[config.mk]
export PLATFORM = sky130hd
export DESIGN_NAME = ifetch_stage
export DESIGN_NICKNAME = d
export VERILOG_FILES = /design/src/rtl/ifetch_stage.sv
export SDC_FILE = /design/constraint.sdc
export NUM_CORES = 1
export LEC_CHECK = 0
export BUFFER_PORTS_ARGS = -buffer_cell sky130_fd_sc_hd__clkbuf_2
export CAP_MARGIN = 15
export CORE_UTILIZATION = 35
export CTS_CLUSTER_SIZE = 20
export DETAILED_ROUTE_END_ITERATION = 10
export PLACE_DENSITY = 0.56
export SETUP_SLACK_MARGIN = 0.2
export SLEW_MARGIN = 20
export SYNTH_ARGS = -nofsm -noshare
export SYNTH_HDL_FRONTEND = slang
export SYNTH_SLANG_ARGS = --single-unit
[constraint.sdc]
create_clock -name clk -period 3.4 [get_ports clk]
set_input_delay 0.34 -clock clk [delete_from_list [all_inputs] [get_ports clk]]
set_output_delay 0.34 -clock clk [all_outputs]
set_load 0.02 [all_outputs]
[src/rtl/ifetch_stage.sv]
// Instruction-fetch stage: owns the PC, reads a synchronous instruction memory and
// hands {pc, ins} pairs to decode through a 2-entry queue with valid/ready.
module ifetch_stage #(
    parameter int              PC_W     = 7,
    parameter int              INS_W    = 16,
    parameter logic [PC_W-1:0] RESET_PC = '0,
    parameter logic [6:0]      HALT_OPC = 7'h7F
) (
    input  logic             clk,
    input  logic             rst,
    output logic             imem_rd_en,
    output logic [PC_W-1:0]  imem_addr,
    input  logic [INS_W-1:0] imem_data,
    input  logic             redirect_en,
    input  logic [PC_W-1:0]  redirect_pc,
    output logic             ins_valid,
    input  logic             ins_ready,
    output logic [INS_W-1:0] ins,
    output logic [PC_W-1:0]  ins_pc,
    output logic             halted
);

    logic [PC_W-1:0]  fetchPc_q, fetchPc_d;
    logic [PC_W-1:0]  inflightPc_q, inflightPc_d;
    logic             inflight_q, inflight_d;
    logic             halted_q, halted_d;
    logic [1:0]       count_q, count_d;
    logic [PC_W-1:0]  entryPc_q [2];
    logic [PC_W-1:0]  entryPc_d [2];
    logic [INS_W-1:0] entryIns_q [2];
    logic [INS_W-1:0] entryIns_d [2];

    logic       pop;
    logic       push;
    logic       haltArriving;
    logic       issue;
    logic [2:0] credit;
    logic [1:0] pushSlot;

    // Credit counts queued plus in-flight words after this cycle's pop, so a
    // response always has a free slot when it lands.
    always_comb begin
        pop          = (count_q != 2'd0) && ins_ready;
        push         = inflight_q && !redirect_en;
        haltArriving = inflight_q && (imem_data[INS_W-1 -: 7] == HALT_OPC) && !redirect_en;
        credit       = {1'b0, count_q} + {2'b00, inflight_q} - {2'b00, pop};
        issue        = !rst && !halted_q && !redirect_en && !haltArriving && (credit < 3'd2);
        pushSlot     = count_q - {1'b0, pop};

        fetchPc_d    = fetchPc_q;
        inflightPc_d = inflightPc_q;
        inflight_d   = issue;
        halted_d     = halted_q | haltArriving;
        count_d      = count_q + {1'b0, push} - {1'b0, pop};
        entryPc_d    = entryPc_q;
        entryIns_d   = entryIns_q;

        if (issue) begin
            fetchPc_d    = fetchPc_q + PC_W'(1);
            inflightPc_d = fetchPc_q;
        end

        if (pop) begin
            entryPc_d[0]  = entryPc_q[1];
            entryIns_d[0] = entryIns_q[1];
        end

        if (push) begin
            if (pushSlot == 2'd0) begin
                entryPc_d[0]  = inflightPc_q;
                entryIns_d[0] = imem_data;
            end else begin
                entryPc_d[1]  = inflightPc_q;
                entryIns_d[1] = imem_data;
            end
        end

        // Redirect flushes the queue and kills any response landing this cycle.
        if (redirect_en) begin
            count_d   = 2'd0;
            fetchPc_d = redirect_pc;
            halted_d  = 1'b0;
        end
    end

    always_ff @(posedge clk) begin
        if (rst) begin
            fetchPc_q     <= RESET_PC;
            inflightPc_q  <= '0;
            inflight_q    <= 1'b0;
            halted_q      <= 1'b0;
            count_q       <= 2'd0;
            entryPc_q[0]  <= '0;
            entryPc_q[1]  <= '0;
            entryIns_q[0] <= '0;
            entryIns_q[1] <= '0;
        end else begin
            fetchPc_q     <= fetchPc_d;
            inflightPc_q  <= inflightPc_d;
            inflight_q    <= inflight_d;
            halted_q      <= halted_d;
            count_q       <= count_d;
            entryPc_q     <= entryPc_d;
            entryIns_q    <= entryIns_d;
        end
    end

    assign imem_rd_en = issue;
    assign imem_addr  = fetchPc_q;
    assign ins_valid  = (count_q != 2'd0);
    assign ins        = ins_valid ? entryIns_q[0] : '0;
    assign ins_pc     = ins_valid ? entryPc_q[0] : '0;
    assign halted     = halted_q;

endmodule
==> summary.md <==
| Metric | Value |
|---|---|
| Largest stage delay, worst path | `roughly 450 ps` |
| Util after Layout | `0.4233` |
| DRC Markers | `0` |
| Crit. End Element | `primary output` |
| Async SR Flop Fraction | `0` |
| Worst skew pair latency | `340 ps` |
| Initial DRC count | `130` |
| Slowest cell on the critical path | `dfxtp_1` |
| Total GRT Usage | `0.1707` |
| Post-synth EDFFs | `0` |
| Synth area leader | `dfxtp_1` |
| DRT Pass-1 Iters | `4` |
| Post-Route Setup TNS | `0 ps` |
| Share of cells above drive strength 1 | `0.2278` |
| CTS tree | `built` |
| CTS Root Cell | `clkbuf_8` |
| Mapped cell area | `between 2000 and 3000 um^2` |
| Via count | `2,513` |
| Pwr Total | `roughly 1500 uW` |
| Hold Buf Count CTS | `0` |
| Unrepaired setup endpoints after global routing | `false` |
| Synth-to-layout area growth | `17.85%` |
| Crit start category | `register` |
| Synthesized netlist net count | `roughly 370` |
| Routed wire length | `6.961 mm` |
| WP data required | `3060 ps` |
| Synth cell types | `42` |
| Worst-margin pin slew | `approximately 1100 ps` |
| Port Buffers | `59` |
| Count leader, synth | `dfxtp_1` |
| Antenna viol nets, final | `0` |
| Post-synth top area share | `0.4363` |
| Htree depth | `3` |
| Sink Count | `64` |
| Longest Clk Path Bufs | `2` |
| Clock slew at reported path FFs | `roughly 80 ps` |
| Routed len/inst | `13.92 um` |
| # rows | `33` |
| Maxcap violations | `0` |
| Synth top cells by count | `64 x dfxtp_1, 48 x nand2_1, 36 x nor2_1, 30 x a21oi_1, 25 x nor2b_1` |
| Ys Warns | `0` |
| Fmax | `around 0.36 GHz` |
| Synth Instances | `342` |
| Vias per cell | `roughly 5` |
| Die height | `between 90 and 100 um` |
| Pwr Density | `around 440 nW/um^2` |
| Global-route wire length before repair | `11.52 mm` |
| Pin count of the biggest net entering global routing | `63` |
| Dominant cells by area after synthesis | `dfxtp_1 44%, mux2i_1 7.8%, a211oi_1 6.1%` |
| Final hold vios | `0` |
| I/O pin count | `60` |
| Slew Limit Fails | `0` |
| P_leak | `0.001434 uW` |
| Avg Cell Area, Syn | `8.586 um^2` |
| Die area | `8760 um^2` |
| Critical path peak fanout | `16` |
| Nets@finish | `420` |
| Worst Clk Skew | `7.828 ps` |
| DP Wirelength | `around 4.4 mm` |
| #FFs+latches synth | `64` |
| Hold Crit Class | `primary input to register` |
| Num CTS Buffers | `9` |
| Core area | `8175 um^2` |
| Max VDD drop | `0.2428 mV` |
| Vias in the first global route | `~2,500` |
| Slew headroom | `0.2961` |
| Critical path class | `register to primary output` |
| Primary FF master, synth | `dfxtp_1` |
| Sequential fraction of the synthesis area | `0.4363` |
| Placer Congestion | `~0.73` |
| Final setup fails | `0` |
| Initial antenna violation count | `0` |
| WP data arrival | `2410 ps` |
| Initial core utilization | `0.3592` |
| Final min period | `2753 ps` |
| Chip width | `just over 90 um` |
| Grt ovf | `0` |
| Critical path, cell by cell | `nor2b_1 > o21ai_1 > fa_1 > xnor2_4 > nand3_4 > nor2_1 > clkbuf_2` |
| Diodes inserted | `0` |
| Status | `finished clean` |
| Post-CTS Setup Bufs | `0` |
| Period utilisation layout | `0.8097` |
## path summary, 6_finish.rpt
kind / slack [ps] / cells past startpoint / startpoint / end
worst min register to register: 460 / 2 / entryIns_q[4]$_SDFFE_PP0P_ / entryIns_q[4]$_SDFFE_PP0P_
worst max-delay path: 650 / 7 / count_q[0]$_SDFF_PP0_ / imem_rd_en
worst max register to register: 760 / 7 / count_q[0]$_SDFF_PP0_ / imem_addr[2]$_SDFFE_PP0P_
worst min-delay path: 230 / 3 / imem_data[7] / entryIns_q[7]$_SDFFE_PP0P_
## metrics by stage
stage / setup WS, ps / std cells / area (um^2) / hold slack [ps]
final: 646.9 / 500 / 3461 / 228.5
after floorplan: 609.1 / 342 / 2937 / 435.7
after global routing: 410.7 / 500 / 3461 / 226.5
after CTS: 425.8 / 500 / 3460 / 217.6
after detailed placement: 592.1 / 484 / 3288 / 447.2
after global placement: 658.9 / 484 / 3288 / 442.4
## report_power, final
group,total (uW),switching [uW],leakage [uW],internal [uW]
clock,577,314,0.0000854,264
combinational,150,89.2,0.000827,60.8
sequential,798,21.8,0.000521,777
total,1530,425,0.00143,1100
## per-layer routing
metal | up-vias | share of wire | GRT usage
li1 | 1295 | - | -
met1 | 1150 | 0.49 | 0.2185
met2 | 61 | 0.45 | 0.2721
met3 | 7 | 0.049 | 0.04228
met4 | 0 | 0.011 | 0.07308
met5 | - | 0 | 0
## cell usage in the layout (no fill, tap or decap), drive strengths merged, types with 3 or more instances in the layout
cell type and count:
a211oi 24, a21oi 30, a311oi 4, buf 5, clkbuf 68, clkinv 4
dfxtp 64, inv 5, mux2i 23, nand2 48, nand3 11, nor2 37
nor2b 25, nor3 3, o21ai 11, o31ai 3, xnor2 3
## what timing repair did
action	4_1_cts	5_1_grt
endpoints found under the hold margin	0	0
setup endpoints to repair	0	1
gates resized for setup	0	1
## area by class of cell
class	count	area, um^2
clock buffers	9	123.9
clock inverters	7	47.55
fillers	868	4715
inverters	4	15.01
multi-input cells	247	1528
flip-flops and latches	64	1282
well taps	105	131.4
repair buffers	64	332.8
## flip-flops by register name (all words and copies together) (netlist names)
register	cells
entryPc_q	14
inflight_q	1
inflightPc_q	7
halted	1
imem_addr	7
count_q	2
entryIns_q	32
## logic make-up (layout without fill, tap and decap cells)
group                    count (synthesis)  after routing  synth area share
AO/OA/AOI/OAI                           79             79            0.1764
XOR/XNOR                                 4              4           0.01832
adder cells (fa/ha/maj)                  3              3           0.01534
buffers and inverters                   31             84           0.04942
flip-flops                              64             64            0.4363
multiplexers                            23             23           0.07840
AND/OR/NAND/NOR                        138            138            0.2258
## worst max-delay path: cells and delay by family (launching register included)
| kind | cells | cell delay [ps] |
|---|---|---|
| and+or+nand+nor | 3 | 680 |
| DFF | 1 | 450 |
| AOI/OAI and AO/OA | 1 | 120 |
| buffers and inverters | 1 | 180 |
| xor gates and xnor gates | 1 | 190 |
| adders and majority gates | 1 | 450 |
Note: power is estimated with default switching activity, not from simulation.
